--- src/rtl/rv_pkg.sv ---
// rv_pkg
//   Shared RV32I definitions for the control unit and the instruction
//   encoder: base opcodes, the instruction-class enum carried on in_op,
//   ALU control codes, funct3/funct7 values, the canonical NOP and a
//   signed-range helper for immediate legality checks.
package rv_pkg;

  // Base opcodes (instruction bits [6:0])
  localparam logic [6:0] OPC_R      = 7'b0110011;
  localparam logic [6:0] OPC_I      = 7'b0010011;
  localparam logic [6:0] OPC_LOAD   = 7'b0000011;
  localparam logic [6:0] OPC_STORE  = 7'b0100011;
  localparam logic [6:0] OPC_BRANCH = 7'b1100011;
  localparam logic [6:0] OPC_JAL    = 7'b1101111;
  localparam logic [6:0] OPC_JALR   = 7'b1100111;
  localparam logic [6:0] OPC_LUI    = 7'b0110111;

  // Instruction class as presented on in_op
  typedef enum logic [2:0] {
    OP_R      = 3'd0,
    OP_I      = 3'd1,
    OP_LOAD   = 3'd2,
    OP_STORE  = 3'd3,
    OP_BRANCH = 3'd4,
    OP_JAL    = 3'd5,
    OP_JALR   = 3'd6,
    OP_LUI    = 3'd7
  } op_e;

  // ALU control codes
  localparam logic [3:0] ALU_ADD = 4'b0000;
  localparam logic [3:0] ALU_SUB = 4'b1000;
  localparam logic [3:0] ALU_SLL = 4'b0001;
  localparam logic [3:0] ALU_AND = 4'b0010;
  localparam logic [3:0] ALU_OR  = 4'b0011;
  localparam logic [3:0] ALU_XOR = 4'b0100;
  localparam logic [3:0] ALU_SLT = 4'b0101;
  localparam logic [3:0] ALU_SRL = 4'b0110;
  localparam logic [3:0] ALU_SRA = 4'b1101;

  // funct3 / funct7 values for OP / OP-IMM and JALR
  localparam logic [2:0] F3_ADD_SUB = 3'b000;
  localparam logic [2:0] F3_SLL     = 3'b001;
  localparam logic [2:0] F3_SLT     = 3'b010;
  localparam logic [2:0] F3_XOR     = 3'b100;
  localparam logic [2:0] F3_SRL_SRA = 3'b101;
  localparam logic [2:0] F3_OR      = 3'b110;
  localparam logic [2:0] F3_AND     = 3'b111;
  localparam logic [2:0] F3_JALR    = 3'b000;
  localparam logic [6:0] F7_BASE    = 7'b0000000;
  localparam logic [6:0] F7_ALT     = 7'b0100000;

  localparam logic [31:0] NOP = 32'h0000_0013;

  // True when v is representable as a two's-complement number of 'bits' bits:
  // every bit from bits-1 upward must equal the sign bit.
  function automatic logic fits_signed(input logic [31:0] v, input int unsigned bits);
    logic [31:0] top;
    top = $signed(v) >>> (bits - 1);
    return (top == '0) || (top == '1);
  endfunction

endpackage

--- src/rtl/rv_instr_pack.sv ---
// rv_instr_pack
//   Combinational packer: one field-level descriptor in, one RV32I word out.
//   Any illegal field combination yields NOP with o_illegal set.
//   Ports:
//     i_op      instruction class (rv_pkg::op_e encoding)
//     i_alu     ALU control code (R and I classes only)
//     i_funct3  width/condition field (LOAD, STORE, BRANCH, JALR)
//     i_rd/i_rs1/i_rs2  register indices
//     i_imm     signed immediate (byte offset for B/J, upper value for LUI)
//     o_word    encoded instruction
//     o_illegal descriptor could not be encoded
module rv_instr_pack
  import rv_pkg::*;
(
  input  logic [2:0]  i_op,
  input  logic [3:0]  i_alu,
  input  logic [2:0]  i_funct3,
  input  logic [4:0]  i_rd,
  input  logic [4:0]  i_rs1,
  input  logic [4:0]  i_rs2,
  input  logic [31:0] i_imm,
  output logic [31:0] o_word,
  output logic        o_illegal
);

  logic        w_alu_ok;
  logic        w_is_shift;
  logic [2:0]  w_f3;
  logic [6:0]  w_f7;
  logic [31:0] w_word;
  logic        w_illegal;

  always_comb begin
    w_alu_ok   = 1'b1;
    w_is_shift = 1'b0;
    w_f3       = F3_ADD_SUB;
    w_f7       = F7_BASE;
    case (i_alu)
      ALU_ADD: w_f3 = F3_ADD_SUB;
      ALU_SUB: begin w_f3 = F3_ADD_SUB; w_f7 = F7_ALT; end
      ALU_SLL: begin w_f3 = F3_SLL; w_is_shift = 1'b1; end
      ALU_AND: w_f3 = F3_AND;
      ALU_OR:  w_f3 = F3_OR;
      ALU_XOR: w_f3 = F3_XOR;
      ALU_SLT: w_f3 = F3_SLT;
      ALU_SRL: begin w_f3 = F3_SRL_SRA; w_is_shift = 1'b1; end
      ALU_SRA: begin w_f3 = F3_SRL_SRA; w_f7 = F7_ALT; w_is_shift = 1'b1; end
      default: w_alu_ok = 1'b0;
    endcase
  end

  always_comb begin
    w_word    = NOP;
    w_illegal = 1'b0;
    case (op_e'(i_op))
      OP_R: begin
        if (!w_alu_ok) w_illegal = 1'b1;
        else w_word = {w_f7, i_rs2, i_rs1, w_f3, i_rd, OPC_R};
      end
      OP_I: begin
        if (!w_alu_ok || (i_alu == ALU_SUB)) begin
          w_illegal = 1'b1;
        end else if (w_is_shift) begin
          // Shift-immediates carry funct7 above a 5-bit shamt
          if (i_imm[31:5] != '0) w_illegal = 1'b1;
          else w_word = {w_f7, i_imm[4:0], i_rs1, w_f3, i_rd, OPC_I};
        end else begin
          if (!fits_signed(i_imm, 12)) w_illegal = 1'b1;
          else w_word = {i_imm[11:0], i_rs1, w_f3, i_rd, OPC_I};
        end
      end
      OP_LOAD: begin
        if (!(i_funct3 inside {3'b000, 3'b001, 3'b010, 3'b100, 3'b101}) ||
            !fits_signed(i_imm, 12))
          w_illegal = 1'b1;
        else
          w_word = {i_imm[11:0], i_rs1, i_funct3, i_rd, OPC_LOAD};
      end
      OP_STORE: begin
        if (!(i_funct3 inside {3'b000, 3'b001, 3'b010}) || !fits_signed(i_imm, 12))
          w_illegal = 1'b1;
        else
          w_word = {i_imm[11:5], i_rs2, i_rs1, i_funct3, i_imm[4:0], OPC_STORE};
      end
      OP_BRANCH: begin
        if ((i_funct3 inside {3'b010, 3'b011}) || i_imm[0] || !fits_signed(i_imm, 13))
          w_illegal = 1'b1;
        else
          w_word = {i_imm[12], i_imm[10:5], i_rs2, i_rs1, i_funct3,
                    i_imm[4:1], i_imm[11], OPC_BRANCH};
      end
      OP_JAL: begin
        if (i_imm[0] || !fits_signed(i_imm, 21))
          w_illegal = 1'b1;
        else
          w_word = {i_imm[20], i_imm[10:1], i_imm[11], i_imm[19:12], i_rd, OPC_JAL};
      end
      OP_JALR: begin
        if ((i_funct3 != F3_JALR) || !fits_signed(i_imm, 12))
          w_illegal = 1'b1;
        else
          w_word = {i_imm[11:0], i_rs1, F3_JALR, i_rd, OPC_JALR};
      end
      OP_LUI: begin
        if (i_imm[11:0] != '0) w_illegal = 1'b1;
        else w_word = {i_imm[31:12], i_rd, OPC_LUI};
      end
      default: w_illegal = 1'b1;
    endcase
    if (w_illegal) w_word = NOP;
  end

  assign o_word    = w_word;
  assign o_illegal = w_illegal;

endmodule

--- src/rtl/rv_instr_encoder.sv ---
// rv_instr_encoder
//   Counted load session: accepts descriptors over a valid/ready stream,
//   encodes each one and writes it to consecutive instruction-memory word
//   addresses starting at BASE_ADDR (wrapping modulo 2^IMEM_AW).
//   Ports:
//     clk, rst           clock, synchronous active-high reset
//     start, count       begin a session of 'count' words (IDLE/DONE only)
//     in_valid/in_ready  descriptor handshake
//     in_op .. in_imm    descriptor fields
//     imem_we/addr/wdata registered instruction-memory write port
//     busy, done         session in progress / finished
//     err                sticky: some descriptor in this session was illegal
module rv_instr_encoder
  import rv_pkg::*;
#(
  parameter int unsigned         IMEM_AW   = 8,
  parameter logic [IMEM_AW-1:0]  BASE_ADDR = '0
) (
  input  logic               clk,
  input  logic               rst,
  input  logic               start,
  input  logic [IMEM_AW:0]   count,
  input  logic               in_valid,
  output logic               in_ready,
  input  logic [2:0]         in_op,
  input  logic [3:0]         in_alu,
  input  logic [2:0]         in_funct3,
  input  logic [4:0]         in_rd,
  input  logic [4:0]         in_rs1,
  input  logic [4:0]         in_rs2,
  input  logic [31:0]        in_imm,
  output logic               imem_we,
  output logic [IMEM_AW-1:0] imem_addr,
  output logic [31:0]        imem_wdata,
  output logic               busy,
  output logic               done,
  output logic               err
);

  typedef enum logic [1:0] {S_IDLE, S_LOAD, S_DONE} state_e;

  state_e             r_state;
  logic [IMEM_AW:0]   r_remaining;
  logic [IMEM_AW-1:0] r_ptr;
  logic               r_we;
  logic [IMEM_AW-1:0] r_addr;
  logic [31:0]        r_wdata;
  logic               r_busy;
  logic               r_done;
  logic               r_err;

  logic [31:0]        w_word;
  logic               w_illegal;
  logic               w_ready;
  logic               w_xfer;

  rv_instr_pack u_pack (
    .i_op      (in_op),
    .i_alu     (in_alu),
    .i_funct3  (in_funct3),
    .i_rd      (in_rd),
    .i_rs1     (in_rs1),
    .i_rs2     (in_rs2),
    .i_imm     (in_imm),
    .o_word    (w_word),
    .o_illegal (w_illegal)
  );

  assign w_ready = (r_state == S_LOAD) && (r_remaining != '0);
  assign w_xfer  = in_valid && w_ready;

  always_ff @(posedge clk) begin
    if (rst) begin
      r_state     <= S_IDLE;
      r_remaining <= '0;
      r_ptr       <= BASE_ADDR;
      r_we        <= 1'b0;
      r_addr      <= BASE_ADDR;
      r_wdata     <= '0;
      r_busy      <= 1'b0;
      r_done      <= 1'b0;
      r_err       <= 1'b0;
    end else begin
      r_we <= 1'b0;
      case (r_state)
        S_IDLE, S_DONE: begin
          if (start) begin
            r_state     <= S_LOAD;
            r_remaining <= count;
            r_ptr       <= BASE_ADDR;
            r_err       <= 1'b0;
            r_busy      <= 1'b1;
            r_done      <= 1'b0;
          end
        end
        S_LOAD: begin
          if (w_xfer) begin
            r_we        <= 1'b1;
            r_addr      <= r_ptr;
            r_wdata     <= w_word;
            r_ptr       <= r_ptr + IMEM_AW'(1);
            r_remaining <= r_remaining - (IMEM_AW+1)'(1);
            if (w_illegal) r_err <= 1'b1;
          end else if (r_remaining == '0) begin
            // The last word was presented in the cycle just ending, so
            // done rises immediately after the final write strobe.
            r_state <= S_DONE;
            r_busy  <= 1'b0;
            r_done  <= 1'b1;
          end
        end
        default: r_state <= S_IDLE;
      endcase
    end
  end

  assign in_ready   = w_ready;
  assign imem_we    = r_we;
  assign imem_addr  = r_addr;
  assign imem_wdata = r_wdata;
  assign busy       = r_busy;
  assign done       = r_done;
  assign err        = r_err;

endmodule

--- config.mk ---
export PLATFORM = sky130hd
export DESIGN_NAME = rv_instr_encoder
export DESIGN_NICKNAME = d
export VERILOG_FILES = /design/src/rtl/rv_pkg.sv /design/src/rtl/rv_instr_pack.sv /design/src/rtl/rv_instr_encoder.sv
export SDC_FILE = /design/constraint.sdc
export NUM_CORES = 1
export LEC_CHECK = 0
export CORE_ASPECT_RATIO = 1.2
export CORE_MARGIN = 2
export CORE_UTILIZATION = 28
export DETAILED_ROUTE_END_ITERATION = 6
export GPL_ROUTABILITY_DRIVEN = 0
export PLACE_DENSITY_LB_ADDON = 0.3
export SETUP_SLACK_MARGIN = 0.1
export SYNTH_ARGS = -nofsm -noshare
export SYNTH_HDL_FRONTEND = slang
export SYNTH_SLANG_ARGS = --single-unit
--- constraint.sdc ---
create_clock -name clk -period 4.6 [get_ports clk]
set_input_delay 0.46 -clock clk [delete_from_list [all_inputs] [get_ports clk]]
set_output_delay 0.46 -clock clk [all_outputs]
set_load 0.01 [all_outputs]
==> metrics list <==
* Number of distinct standard cells referenced by the synthesized netlist: 55
* Crit path capture: imem_wdata[20]
- Level count of the clock H-tree: 3
* Wirelength, routed: 11,500 µm
- HPWL Detailed: 8930 µm
- Post-layout minimum cycle time: 3.05 ns
- After detailed routing, the number of vias per cell comes to 5.36.
- Run status: completed
- RSZ-0062 raised after global routing: false
* Antenna violations before repair: 0
- For this run, the number of Yosys warnings is 0.
* Count of max-cap constraint violations: 0
- Summing the areas of all xor and xnor instances in the mapped netlist gives 2.06% of the synthesized area.
- Of all nets on the critical path, the largest fanout is 20.
- Data arrives at the worst endpoint at 3.31 ns.
- Static leakage: 1.75 nW
* CTS clk-pin slew, worst paths: 0.05 ns
* Iter 0 DRT Violations: 222
- Based on the critical path, the design can be clocked at up to 328 MHz.
- Row generation in the floorplan step produced 44 rows.
- Highest-delay cell along the critical path: sky130_fd_sc_hd__nor3_1
* Share of final-layout standard cells stronger than drive strength 1: 5.65%
- Register bit count reported by yosys: 62
- FF-to-FF path depth: 9
- Antenna-violating nets left: 0
- Setup violations remaining at the end of the flow were counted as 0.
- In the synthesized netlist the async set-or-reset flop fraction comes to 0%.
- Starting density of the core: 28.4%
- Port Buffers: 114
* Period Utilization, post-route: 66.4%
* Most common cell after layout, fill and taps aside: sky130_fd_sc_hd__clkdlybuf4s50_1
- By startpoint and endpoint, the worst setup path is classified as in2reg.
* Crit path from: in_imm[20]
- # resized after CTS: 0
- In the final timing run, aggregate negative setup slack is 0 ns.
* Cell area after synthesis: 3410 µm²
- Final Hold Viols: 0
- Clock latency on the worst-skew pair: 0.32 ns
- Max Slew Vio Count: 0
* Grt ovf: 0
- The cell count after synthesis came out at 422.
- Critical path's largest stage delay: 0.59 ns
- After synthesis, the share of cell area in mux cells is 0%.
- Across all hold checks on the routed design, the worst slack comes to 0.452 ns.
- Pin count of the biggest net entering global routing: 32
* Class of the worst hold path: reg2reg
- Global routing usage summed across all routing layers: 17.3%
- Number of detailed-route iterations in the first pass: 5
- Detail-routed net length per standard cell: 16.6 µm
* Commonest cells after routing, fill and taps aside: 114 x sky130_fd_sc_hd__clkdlybuf4s50_1, 62 x sky130_fd_sc_hd__dfxtp_1, 42 x sky130_fd_sc_hd__nand2_1
* Primary flip-flop cell chosen by synthesis mapping: sky130_fd_sc_hd__dfxtp_1
- The worst setup path is captured at a flop.
- The clock net in this run drives a total of 62 sinks.
* I/O pin cnt: 115
- PD cells: 292 nW/µm²
* Vias in the first global route: 3,598
* Buffers inserted by post-CTS timing repair: 0
- The die is 125 µm tall.
* Die ar.: 13,100 µm²
- Final Power: 1.45 mW
* Setup skew after layout: 0.00677 ns
- Of the total synthesized cell area, the portion taken by full adders, half adders and majority gates is 0.734%.
- Final non-filler cell area: 4950 µm²
- Across the VDD grid, the largest voltage drop is 0.152 mV.
- Root Driver: sky130_fd_sc_hd__clkbuf_16
- By area, the combinational part of the netlist is dominated by compound AO/OA/AOI/OAI gates.
- The repair_antennas step left the layout with diodes totalling 0.
- The number of nets handed over by synthesis was 494.
- DRC errors left: 0
* Via count: 3,710
* First-pass GRT wire length: 18,100 µm
- In this run, CTS created clock tree buffers numbering 9.
* Reg2reg setup slack: 1.98 ns
- Nature of the critical path startpoint: input pin
- Compared with the post-synthesis result, the final layout area differs by 45.2%.
* Required arrival time at the worst endpoint: 4.86 ns
- Cell area after placement: 4690 µm²
- Synth Area in Compound Gates: 30.9%
- Beginning of the worst register-to-register path: r_remaining[0]
- Hold bufs inserted after CTS: 0
- Die width: 105 µm
* Worst rel slew slack: 35.5%
- The total area inside the core boundary comes to 12,000 µm².
- After synthesis, flip-flops and latches occupy 36.4% of the total area.
- Number of synthesized flops with an enable pin: 0
* Cells traversed along the worst timing path: clkdlybuf4s50_1 > nor4_2 > nand3_2 > nor3_1 > a21oi_1 > a211o_1 > o31ai_2 > buf_4 > a32o_1
- After Yosys synthesis, and, or, nand and nor cells account for 25.6% of the synthesized area.
* Max Buffers Root-to-Sink: 2
* Final-stage net count: 601
* TritonCTS clock tree: yes
* Mean post-synth cell area: 8.08 µm²
* HP Start: imem_addr[2]
* Worst Max-Slew Pin Slew: 0.966 ns
- The endpoint identified for the worst register-to-register timing path is r_ptr[7].
how the worst min path moves through the flow:
stage / depth (start not counted) / slack [ns] / end
after floorplan: 2 / 0.44 / imem_addr[7]
after global placement: 2 / 0.44 / imem_wdata[3]
after detailed placement: 2 / 0.45 / imem_addr[1]
after CTS: 2 / 0.46 / imem_addr[1]
after global routing: 2 / 0.47 / imem_addr[1]
final: 2 / 0.45 / imem_addr[2]
cell usage after synthesis (4+ instances only):
library cell               count  area [µm²]
sky130_fd_sc_hd__a21boi_0      5        37.5
sky130_fd_sc_hd__a221o_1       6        60.1
sky130_fd_sc_hd__a211o_1       4        35.0
sky130_fd_sc_hd__xor2_1        6        52.6
sky130_fd_sc_hd__inv_1        12        45.0
sky130_fd_sc_hd__a31oi_1       5        31.3
sky130_fd_sc_hd__o21ai_0      14        70.1
sky130_fd_sc_hd__nand4_1       9        56.3
sky130_fd_sc_hd__nand2_1      42         158
sky130_fd_sc_hd__clkbuf_1     17        63.8
sky130_fd_sc_hd__o211ai_1      6        45.0
sky130_fd_sc_hd__a21oi_1      33         165
sky130_fd_sc_hd__and2_1        5        31.3
sky130_fd_sc_hd__nand2b_1      9        56.3
sky130_fd_sc_hd__nor4_1        4        25.0
sky130_fd_sc_hd__nor2b_1       7        43.8
sky130_fd_sc_hd__nor3_1       15        75.1
sky130_fd_sc_hd__nor2_1       41         154
sky130_fd_sc_hd__a22oi_1       4        30.0
sky130_fd_sc_hd__nand3_1      17        85.1
sky130_fd_sc_hd__a22o_1       36         315
sky130_fd_sc_hd__dfxtp_1      62        1240
sky130_fd_sc_hd__a32o_1        6        60.1
critical path, delay by kind of cell:
kind,cells,cell delay [ns]
AOI/OAI and AO/OA,4,0.93
buffers and inverters,2,0.80
and+or+nand+nor,3,1.11
area by class of cell:
class | instances | area [µm²]
clock buffers | 11 | 253
clock inverters | 2 | 10.0
fillers | 1299 | 7050
inverters | 12 | 45.0
multi-input cells | 325 | 2020
flip-flops and latches | 62 | 1240
well taps | 161 | 201
repair buffers | 119 | 1180
cells by family (layout without fill, tap and decap cells):
family | after synthesis | count (layout)
and+or+nand+nor | 172 | 172
AOI/OAI and AO/OA | 143 | 143
DFF | 62 | 62
buffers and inverters | 35 | 144
xor gates and xnor gates | 8 | 8
adders and majority gates | 2 | 2
metrics by stage:
stage	setup WS, ns	utilization [%]	cells
after floorplan	2.19	-	422
after global placement	1.26	39.1	679
after detailed placement	1.25	39.1	679
after CTS	1.61	41.3	692
after global routing	1.36	41.3	692
final	1.55	41.3	692
metal layers:
layer | GRT usage, % | vias up | wire length [µm]
met5 | 0 | - | 0
met4 | 8.08 | 0 | 354
met1 | 20.1 | 1705 | 4460
li1 | - | 1802 | -
met2 | 29.7 | 177 | 5830
met3 | 4.40 | 26 | 829
power by group:
part | total [mW] | switching [mW] | leakage, nW | internal (mW)
sequential | 0.574 | 0.0162 | 0.502 | 0.558
clock | 0.602 | 0.220 | 0.133 | 0.382
combinational | 0.271 | 0.145 | 1.12 | 0.126
total | 1.45 | 0.381 | 1.75 | 1.07
sequential cells by signal, indices dropped and copies added, names as in the netlist:
| register | cells |
|---|---|
| imem_we | 1 |
| imem_wdata | 31 |
| r_ptr | 8 |
| busy | 1 |
| imem_addr | 8 |
| r_state | 2 |
| err | 1 |
| done | 1 |
| r_remaining | 9 |
(Power assumes the default switching activity.)
==> RTL edit (same settings) <==
Make the reset (`rst`) asynchronous in one clocked block. Comments in the files are not updated.
--- a/src/rtl/rv_instr_encoder.sv
+++ b/src/rtl/rv_instr_encoder.sv
@@ -70,5 +70,5 @@
   assign w_xfer  = in_valid && w_ready;
 
-  always_ff @(posedge clk) begin
+  always_ff @(posedge clk or posedge rst) begin
     if (rst) begin
       r_state     <= S_IDLE;
Behaviour: differs if rst is asserted again (counterexample within 4 cycles, from zero or initial values and one cycle with rst high); with rst held inactive, the same outputs for 4 cycles.
==> RTL edit against the original RTL <==
Setup slack worse by 57 ps; global-route usage increased by 0.24 points; design area up 6.5%; hold slack improved by 17 ps; area after synthesis rose by 10%; wire length grew 7.6%; die area up 10%; sequential cell count unchanged; largest cell class unchanged.
Power is not compared: it rests on default switching activity, and its combinational part moved more than twofold at a synthesized area within 25%.
==> RTL edit: results (changes against the original RTL) <==
* Ranking of synthesized cells by area: dfrtp_1, nand2_1, nor2_1, a221oi_1, a21oi_1
* Final WL at 12400 um (+7.6%)
* Mapped Avg Cell Area at 8.29 um^2 (+2.6%)
* Hpwl dp at 9380 um (+5.0%)
* M3 GR Usage at 3.17% (-1.2 points)
* DR vias/cell at 5.36 (about the same)
* Async SR Flop Fraction at 100% (+100 points)
* Slowest Stage Delay on Critical Path at 560 ps (-30 ps)
* Largest net degree at the start of global routing at 43 (+34%)
* Wire per inst at 17.1 um (+3.0%)
* Crit path DAT at 3340 ps (+30 ps)
* Multiplexer share of the synthesized area at 0.299% (+0.30 points)
* Total GRT Usage at 17.6% (+0.24 points)
* Adder-Cell Fraction of Synth Area at 0.665% (-0.069 points)
* DP Cell Count at 707 (+4.1%)
* Pin slew with the least headroom to its limit at 764 ps (-202 ps)
* Final Net Count at 622 (+3.5%)
* Status: completed
* Number of global-route vias before repair at 3821 (+6.2%)
* Met2 Use GR at 28.7% (-0.99 points)
* First-pass GRT wire length at 19500 um (+7.3%)
* Met1 Usage GRT at 21.9% (+1.8 points)
* Post-Route Skew at 4.97 ps (-1.80 ps)
* Crit-path slowest cell: nor4_2
* XOR/XNOR Fraction of Synth Area at 1.40% (-0.66 points)
* Syn nets at 526 (+6.5%)
* First-pass DRT Iterations at 7 (+2)
* Post-synth top cells: nand2_1, dfrtp_1, nor2_1
* DRT iter0 DRCs at 234 (+5.4%)
RTL edit: layer usage:
| layer | routed length, um | up-vias |
|---|---|---|
| li1 | - | 1847 |
| met1 | 5000 | 1829 |
| met2 | 5990 | 159 |
| met3 | 946 | 39 |
| met4 | 428 | 0 |
| met5 | 0 | - |
RTL edit: through the flow:
stage	setup WS, ps	instance area, um^2
2_1_floorplan	2070	3760
3_3_place_gp	1300	5000
3_5_place_dp	1220	5000
4_1_cts	1460	5270
5_1_grt	1220	5270
6_report	1490	5270
RTL edit: path summary, 6_finish.rpt:
kind	start	end	slack (ps)	depth (start not counted)
max	in_imm[5]	imem_wdata[8]$_DFFE_PP0P_	1490	8
min	imem_addr[3]$_DFFE_PP0P_	imem_addr[3]$_DFFE_PP0P_	470	2
max reg2reg	r_remaining[0]$_DFFE_PP0P_	r_ptr[5]$_DFFE_PP0P_	1500	12
min reg2reg	imem_addr[3]$_DFFE_PP0P_	imem_addr[3]$_DFFE_PP0P_	470	2
max in group asynchronous	rst	r_remaining[8]$_DFFE_PP0P_	3190	3
min in group asynchronous	rst	imem_wdata[23]$_DFFE_PP0P_	530	2
RTL edit: final cells by class:
| class | instances | area [um^2] |
|---|---|---|
| Clock buffer | 12 | 246 |
| Multi-Input combinational cell | 350 | 2040 |
| Inverter | 10 | 37.5 |
| Tap cell | 168 | 210 |
| Clock inverter | 4 | 22.5 |
| Timing Repair Buffer | 117 | 1160 |
| Sequential cell | 62 | 1550 |
| Fill cell | 1338 | 7910 |
RTL edit: critical path, delay by kind of cell:
| family | cells | cell delay (ps) |
|---|---|---|
| simple gates | 5 | 2080 |
| buf+inv | 1 | 450 |
| compound gates | 2 | 330 |
